`src/rtl/dram_arb_pkg.sv`:
```
// Shared types and default sizing for the two-core DRAM arbiter.
package dram_arb_pkg;

    typedef enum logic [1:0] {
        IDLE    = 2'd0,
        WR      = 2'd1,
        RD      = 2'd2,
        RD_DATA = 2'd3
    } state_t;

    localparam int NREQ_DEF = 2;
    localparam int AW_DEF   = 8;
    localparam int DW_DEF   = 8;

endpackage

```
`src/rtl/rr_picker.sv`:
```
// Combinational round-robin picker: first pending index at or after ptr.
module rr_picker #(
    parameter int NREQ = 2,
    parameter int IW   = (NREQ > 1) ? $clog2(NREQ) : 1
) (
    input  logic [NREQ-1:0] pending,
    input  logic [IW-1:0]   ptr,
    output logic [IW-1:0]   winner,
    output logic            any
);

    always_comb begin
        // NOTE: outputs get defaults first so every path assigns them and no latch is inferred.
        winner = '0;
        any    = 1'b0;
        // Scan from the farthest offset down so the nearest pending index is assigned last.
        for (int k = NREQ - 1; k >= 0; k--) begin
            if (pending[IW'((int'(ptr) + k) % NREQ)]) begin
                winner = IW'((int'(ptr) + k) % NREQ);
                any    = 1'b1;
            end
        end
    end

endmodule

```
`src/rtl/dram_arbiter.sv`:
```
// Round-robin arbiter sharing one single-port DRAM between NREQ cores,
// with a one-cycle acq pulse per completed access.
module dram_arbiter
    import dram_arb_pkg::*;
#(
    parameter int NREQ = NREQ_DEF,
    parameter int AW   = AW_DEF,
    parameter int DW   = DW_DEF
) (
    input  logic              clk,
    input  logic              rst,
    input  logic [NREQ-1:0]   rden,
    input  logic [NREQ-1:0]   wren,
    input  logic [NREQ*AW-1:0] Address,
    input  logic [NREQ*DW-1:0] Din,
    input  logic [DW-1:0]     RAMq,
    output logic [NREQ-1:0]   acq,
    output logic [NREQ*DW-1:0] Dq,
    output logic [AW-1:0]     RAMAddress,
    output logic [DW-1:0]     RAMDin,
    output logic              RAMwren
);

    localparam int IW = (NREQ > 1) ? $clog2(NREQ) : 1;

    state_t          state;
    logic [IW-1:0]   ptr;
    logic [IW-1:0]   owner;
    logic [IW-1:0]   winner;
    logic [IW-1:0]   next_ptr;
    logic            any;
    logic [NREQ-1:0] pending;
    logic [DW-1:0]   dq_hold [NREQ];

    assign pending  = rden | wren;
    assign next_ptr = (owner == IW'(NREQ - 1)) ? '0 : owner + 1'b1;

    rr_picker #(
        .NREQ (NREQ),
        .IW   (IW)
    ) u_picker (
        .pending (pending),
        .ptr     (ptr),
        .winner  (winner),
        .any     (any)
    );

    always_ff @(posedge clk) begin
        if (rst) begin
            state      <= IDLE;
            ptr        <= '0;
            owner      <= '0;
            RAMAddress <= '0;
            RAMDin     <= '0;
            RAMwren    <= 1'b0;
            acq        <= '0;
            // NOTE: dq_hold is a handful of registers whose reset value is visible on Dq, so it is reset like any other state.
            for (int i = 0; i < NREQ; i++) begin
                dq_hold[i] <= '0;
            end
        end else begin
            acq <= '0;
            case (state)
                IDLE: begin
                    if (any) begin
                        owner      <= winner;
                        RAMAddress <= Address[int'(winner)*AW +: AW];
                        // A request with both rden and wren set is a write.
                        if (wren[winner]) begin
                            RAMDin  <= Din[int'(winner)*DW +: DW];
                            RAMwren <= 1'b1;
                            acq     <= NREQ'(1) << winner;
                            state   <= WR;
                        end else begin
                            state <= RD;
                        end
                    end
                end
                WR: begin
                    RAMwren <= 1'b0;
                    ptr     <= next_ptr;
                    state   <= IDLE;
                end
                RD: begin
                    acq   <= NREQ'(1) << owner;
                    state <= RD_DATA;
                end
                RD_DATA: begin
                    dq_hold[owner] <= RAMq;
                    ptr            <= next_ptr;
                    state          <= IDLE;
                end
                default: state <= IDLE;
            endcase
        end
    end

    // The owner sees RAMq directly in its data cycle; otherwise the last read value.
    always_comb begin
        Dq = '0;
        for (int i = 0; i < NREQ; i++) begin
            Dq[i*DW +: DW] = (state == RD_DATA && owner == IW'(i)) ? RAMq : dq_hold[i];
        end
    end

endmodule

```
`config.mk`:
```
export PLATFORM = sky130hd
export DESIGN_NAME = dram_arbiter
export DESIGN_NICKNAME = d
export VERILOG_FILES = /design/src/rtl/dram_arb_pkg.sv /design/src/rtl/rr_picker.sv /design/src/rtl/dram_arbiter.sv
export SDC_FILE = /design/constraint.sdc
export NUM_CORES = 1
export LEC_CHECK = 0
export BUFFER_PORTS_ARGS = -buffer_cell sky130_fd_sc_hd__buf_2
export CORE_AREA = 2 2 66 68
export CTS_BUF_LIST = sky130_fd_sc_hd__clkbuf_16
export CTS_CLUSTER_SIZE = 8
export DETAILED_ROUTE_END_ITERATION = 8
export DIE_AREA = 0 0 68 70
export GPL_ROUTABILITY_DRIVEN = 1
export PLACE_DENSITY = 0.86
export REMOVE_ABC_BUFFERS = 1
export SLEW_MARGIN = 10
export SYNTH_ARGS = -nofsm -noshare
export SYNTH_HDL_FRONTEND = slang
export SYNTH_SLANG_ARGS = --single-unit
```
`constraint.sdc`:
```
create_clock -name clk -period 3.83 [get_ports clk]
set_input_delay 0.383 -clock clk [delete_from_list [all_inputs] [get_ports clk]]
set_output_delay 0.383 -clock clk [all_outputs]
set_load 0.005 [all_outputs]
```
==> results.py, run 1 <==
metrics = {
    "status": {
        "status": "complete, no violations",
    },
    "power": {
        "pwr-share-clk": 0.351,
        "ir_worst_vdd_v": 0.0002564,
        "p_sw_frac": 0.2529,
        "p_per_area_mw_per_mm2": 426.8,
        "intPower_w": 0.0007999,
        "p_sw_w": 0.0002707,
        "seqPwrFrac": 0.463,
        "p_leak_nw": 1.106,
        "p_comb_frac": 0.187,
    },
    "cells_and_area": {
        "diodes": 0,
        "nFillCells": 355,
        "mostFrequentLayoutCell": "buf_2",
        "syn_to_final_growth_pct": 24.00,
        "design_area_mm2": 0.002509,
        "drive_gt1_frac": 0.4419,
        "nets": 303,
        "layout.cells.most_common_list": "79 x buf_2, 23 x dfxtp_1, 18 x nand2_1, 17 x and2_1, 16 x edfxtp_1",
        "fin_util": 0.6054,
    },
    "sta": {
        "finalCriticalPeriod_ns": 2.281,
        "rsz0062_at_grt": "no",
        "hold_viol_final": 0,
        "fin_setup_tns_ns": 0,
        "fin_skew_ns": 0.006325,
        "fmax_ghz": 0.4384,
        "holdWs_ns": 0.3960,
        "setup_violations": 0,
        "slew_headroom": 0.4882,
        "layout_setup_ws_ns": 1.549,
        "period_share": 0.5955,
        "worst-slew-pin-transition_ns": 0.7666,
        "report.final.slew_viol_count": 0,
    },
    "route": {
        "via_count": 1669,
        "drc": 0,
        "wire_per_inst_um": 13.74,
        "drtPass1Iterations": 4,
        "vias_per_cell": 5.384,
        "routed_wl_mm": 4.259,
        "postRouteAntennaNets": 0,
        "drt_iter0_markers": 85,
    },
    "job": {
        "maxCapViolCount": 0,
    },
    "clocking": {
        "clock-sinks": 39,
        "cts_tree": "built",
        "ctsLongestPathBuffers": 2,
        "worstSkewPairLatency_ns": 0.27,
        "h-tree-depth": 2,
        "ctsRootBufferMaster": "clkbuf_16",
        "cts_setup_buffers": 0,
        "cts_buffers": 5,
        "clk_pin_slew_ns": 0.05,
        "holdBufCountCts": 0,
        "cts_resized": 0,
    },
    "placement": {
        "dp_hpwl_mm": 3.123,
        "dpl-instance-area_mm2": 0.002371,
        "pre_cts_ws_ns": 1.827,
        "port_buffers": 79,
        "gp_congestion": 0.6911,
    },
    "setup_path": {
        "worstSetupPathType": "register to output port",
        "cp-start-kind": "register",
        "crit_arrival_ns": 1.90,
        "cp_slowest_stage_delay_ns": 0.55,
        "cp-end-kind": "output port",
        "cp_max_fo": 11,
        "cp_cell_sequence": "nand2b_1 > or2_1 > mux2_4 > buf_2",
        "worst_r2r_path_depth": 3,
        "crit_slowest_cell": "dfxtp_1",
        "worst_ep_required_time_ns": 3.45,
        "ff2ff_setup_slack_ns": 1.96,
    },
    "global_routing": {
        "grt_usage": 0.1930,
        "grt_pass1_vias": 1601,
        "overflow": 0,
        "antenna_found_initial": 0,
        "grt_pass1_wl_mm": 7.120,
        "grt_max_degree": 28,
    },
    "die": {
        "ios": 81,
        "fp.dieW_um": 68,
        "die-area_mm2": 0.004760,
        "core_mm2": 0.004144,
        "initial_core_util": 0.4882,
        "die_h_um": 70,
        "rows": 24,
    },
    "synthesis": {
        "yosys_register_bits": 39,
        "ys_types": 33,
        "synth_edf_count": 16,
        "syn_area_mm2": 0.002023,
        "seq_area_frac_synth": 0.4651,
        "syn_area_per_cell_um2": 10.82,
        "synthCells": 187,
        "synthArstFlopShare": 0,
        "yosysWarnings": 0,
        "ys.flop_type": "dfxtp_1",
    },
    "min_path": {
        "worstHoldPathCells": 3,
        "hold_class": "input pin to register",
    },
}
==> cells in the mapped netlist (7+ instances only) <==
master | instances | share of area
a21oi_1 | 13 | 0.032
a311oi_2 | 7 | 0.052
a31oi_1 | 9 | 0.028
and2_1 | 17 | 0.053
dfxtp_1 | 23 | 0.23
edfxtp_1 | 16 | 0.24
mux2_2 | 8 | 0.045
mux2_4 | 8 | 0.059
nand2_1 | 18 | 0.033
nand2b_1 | 12 | 0.037
nor3_1 | 7 | 0.017
o2111ai_1 | 7 | 0.030
o21ai_0 | 8 | 0.020
==> flip-flops by register name, indices dropped and copies added, names as in the netlist <==
| signal | flops |
|---|---|
| dq_hold | 16 |
| RAMAddress | 8 |
| RAMDin | 8 |
| acq | 2 |
| state | 2 |
| RAMwren | 1 |
| owner | 1 |
| ptr | 1 |
==> power by group through the flow <==
stage	combinational, W	sequential, W	clock (W)
after detailed placement	0.000201	0.000503	0
after floorplan	0.000114	0.000502	0
after global placement	0.000196	0.000502	0
after global routing	0.000223	0.000501	0.000403
final	0.000200	0.000495	0.000376
after CTS	0.000202	0.000495	0.000388
==> metal layers <==
metal	wire length, um	vias to the layer above	part of all wire	track usage
met5	0	-	0	0
met4	15	0	0.0035	0.04667
met3	356	2	0.084	0.05314
met2	2009	79	0.47	0.3236
met1	1878	762	0.44	0.2420
li1	-	826	-	-
==> cells by family (layout without fill, tap and decap cells) <==
kind of cell,Yosys count,in the layout,synth area share
and+or+nand+nor,63,63,0.1713
DFF,39,39,0.4651
AOI/OAI and AO/OA,50,50,0.1954
buffers and inverters,18,89,0.05936
muxes,17,17,0.1088
==> metrics by stage <==
| stage | power [W] | cells |
|---|---|---|
| after detailed placement | 0.0007045 | 302 |
| final | 0.001071 | 310 |
| after global routing | 0.001127 | 310 |
| after global placement | 0.0006981 | 302 |
| after floorplan | 0.0006157 | 171 |
| after CTS | 0.001085 | 310 |
==> critical path: cells and delay by family, from the launching register on <==
kind / cells / cell delay, ns
buf+inv: 1 / 0.13
flops: 1 / 0.55
mux: 1 / 0.37
simple gates: 2 / 0.57
==> area by class of cell <==
cell class	instances	area, um2	area share
clock buffers	5	125.1	0.04988
clock inverters	3	12.51	0.004988
inverters	2	7.507	0.002993
multi-input cells	130	962.2	0.3835
flip-flops and latches	39	940.9	0.3751
well taps	52	65.06	0.02594
repair buffers	79	395.4	0.1576
==> worst paths after layout <==
| check | from | endpoint |
|---|---|---|
| max | state[0]$_SDFFE_PP0P_ | Dq[5] |
| min | Din[6] | RAMDin[6]$_SDFFE_PP0P_ |
| max reg2reg | ptr$_SDFFE_PP0P_ | RAMDin[0]$_SDFFE_PP0P_ |
| min reg2reg | RAMwren$_SDFFE_PP0P_ | RAMwren$_SDFFE_PP0P_ |
Note: power is estimated with default switching activity, not from simulation.
==> inputs of run 2 (changes only) <==
CORE_AREA = 2 2 68 70   (was 2 2 66 68)
DIE_AREA = 0 0 70 72   (was 0 0 68 70)
PLACE_DENSITY = 0.82   (was 0.86)
clock period = 2.4 ns   (was 3.83 ns; I/O delays follow)
==> results.py, run 2 (synthesis results as in run 1) <==
metrics = {
    "setup_path": {
        "r2r_start": "state[0]$_SDFFE_PP0P_",
        "cp_max_fo": 11,
        "crit_slowest_cell": "dfxtp_1",
        "cp-end-kind": "output port",
        "worst_ep_required_time_ns": 2.16,
        "cp_slowest_stage_delay_ns": 0.55,
        "worstSetupPathType": "register to output port",
        "crit_arrival_ns": 1.89,
        "r2r-end": "dq_hold[0][2]$_SDFFCE_PN0P_",
        "cp_num_buf_inv": 1,
        "cp.depth": 4,
        "ff2ff_setup_slack_ns": 0.53,
        "worst_r2r_path_depth": 3,
        "cp_cell_sequence": "nand2b_1 > or2_1 > mux2_4 > buf_2",
        "critPathTopFamily": "simple AND/OR/NAND/NOR gates",
        "cp-start-kind": "register",
    },
    "power": {
        "ir_worst_vdd_v": 0.0004160,
        "p_leak_nw": 1.107,
        "p_sw_w": 0.0004409,
        "p_total_w": 0.001720,
        "p_sw_frac": 0.2564,
        "intPower_w": 0.001279,
        "p_per_area_mw_per_mm2": 683.5,
        "pwr-share-clk": 0.355,
        "seqPwrFrac": 0.455,
        "p_comb_frac": 0.190,
    },
    "sta": {
        "fmax_ghz": 0.4706,
        "worst-slew-pin-transition_ns": 0.7114,
        "slew_headroom": 0.5221,
        "layout_setup_ws_ns": 0.2750,
        "hold_viol_final": 0,
        "report.final.slew_viol_count": 0,
        "finalCriticalPeriod_ns": 2.125,
        "setup_violations": 0,
        "rsz0062_at_grt": "no",
        "period_share": 0.8854,
        "fin_setup_tns_ns": 0,
        "fin_skew_ns": 0.006335,
    },
    "global_routing": {
        "grt.busiest_layer": "met2",
        "grt_pass1_wl_mm": 6.920,
        "grt_max_degree": 28,
        "overflow": 0,
        "antenna_found_initial": 0,
        "use_met2": 0.2857,
        "grt_usage": 0.1691,
        "grt_use_met1": 0.2158,
        "gr-usage-met3": 0.04722,
        "grt_pass1_vias": 1562,
    },
    "die": {
        "die-area_mm2": 0.005040,
        "fp.dieW_um": 70,
        "initial_core_util": 0.4745,
        "die_h_um": 72,
        "ios": 81,
        "rows": 24,
        "core_mm2": 0.004264,
    },
    "cells_and_area": {
        "mostFrequentLayoutCell": "buf_2",
        "drive_gt1_frac": 0.4440,
        "regMostFlops": "dq_hold",
        "top_regs": "dq_hold: 16 flops, RAMAddress: 8 flops, RAMDin: 8 flops",
        "diodes": 0,
        "layout.cells.most_common_list": "79 x buf_2, 23 x dfxtp_1, 18 x nand2_1, 17 x and2_1, 16 x edfxtp_1",
        "fin_util": 0.5901,
        "largest_reg_flops": 16,
        "nets": 304,
        "syn_to_final_growth_pct": 24.37,
        "nFillCells": 371,
    },
    "route": {
        "vias_per_cell": 5.264,
        "drt_iter0_markers": 58,
        "drc": 0,
        "drtPass1Iterations": 4,
        "postRouteAntennaNets": 0,
        "routed_wl_mm": 4.159,
        "via_count": 1637,
        "wire_per_inst_um": 13.37,
    },
    "clocking": {
        "holdBufCountCts": 0,
        "ctsLongestPathBuffers": 2,
        "clk_pin_slew_ns": 0.06,
        "clock-sinks": 39,
        "cts_resized": 0,
        "cts_buffers": 5,
        "h-tree-depth": 2,
        "cts_setup_buffers": 0,
        "cts_tree": "built",
        "ctsRootBufferMaster": "clkbuf_16",
        "worstSkewPairLatency_ns": 0.28,
    },
    "min_path": {
        "holdPathEnd": "RAMDin[2]$_SDFFE_PP0P_",
        "hold_class": "input pin to register",
        "worstHoldStart": "Din[2]",
        "worstHoldPathCells": 3,
    },
    "placement": {
        "port_buffers": 79,
        "pre_cts_ws_ns": 0.4907,
        "dp_hpwl_mm": 3.005,
        "gp_congestion": 0.7341,
    },
    "job": {
        "maxCapViolCount": 0,
    },
    "status": {
        "status": "complete, no violations",
    },
}
[run 2: cell count changes in the layout (fill, tap and decap cells not counted)]
cell / delta
buf_4: +1
inv_1: -1
clkinv_1: +1
[run 2: layer usage]
| metal | wire [um] | share of wire |
|---|---|---|
| met2 | 1977 | 0.48 |
| met4 | 7 | 0.0017 |
| met5 | 0 | 0 |
| met1 | 1883 | 0.45 |
| met3 | 290 | 0.070 |
[run 2: power groups by stage]
stage | clock (W) | combinational, W | sequential (W)
6_report | 0.000611 | 0.000327 | 0.000782
5_1_grt | 0.000651 | 0.000363 | 0.000789
4_1_cts | 0.000627 | 0.000330 | 0.000783
3_5_place_dp | 0 | 0.000329 | 0.000796
3_3_place_gp | 0 | 0.000322 | 0.000794
2_1_floorplan | 0 | 0.000182 | 0.000801
[run 2: tightest hold or removal path, cell delays in order]
cell      delay [ns]
buf_2           0.09
nand2_1         0.06
a311oi_2        0.08
[run 2: layout make-up]
class                           instances  area (um2)  share of cell area
Clock buffer                            5       125.1             0.04973
Clock inverter                          3       12.51            0.004973
Inverter                                2       7.507            0.002984
Multi-Input combinational cell        130       962.2              0.3824
Sequential cell                        39       940.9              0.3739
Tap cell                               52       65.06             0.02586
Timing Repair Buffer                   80       402.9              0.1601
[run 2: worst max-delay path by stage]
stage	from	endpoint
final	state[0]$_SDFFE_PP0P_	Dq[5]
after detailed placement	state[0]$_SDFFE_PP0P_	dq_hold[0][2]$_SDFFCE_PN0P_
after global routing	state[0]$_SDFFE_PP0P_	Dq[5]
after CTS	state[0]$_SDFFE_PP0P_	Dq[5]
after global placement	state[0]$_SDFFE_PP0P_	Dq[0]
after floorplan	state[0]$_SDFFE_PP0P_	dq_hold[0][0]$_SDFFCE_PN0P_
[run 2: through the flow]
stage | std cells | cell area (um2) | hold slack [ns]
final | 311 | 2516 | 0.2491
after global routing | 311 | 2516 | 0.2589
after detailed placement | 303 | 2379 | 0.4581
after floorplan | 171 | 1911 | 0.3046
after global placement | 303 | 2379 | 0.4446
after CTS | 311 | 2516 | 0.2443
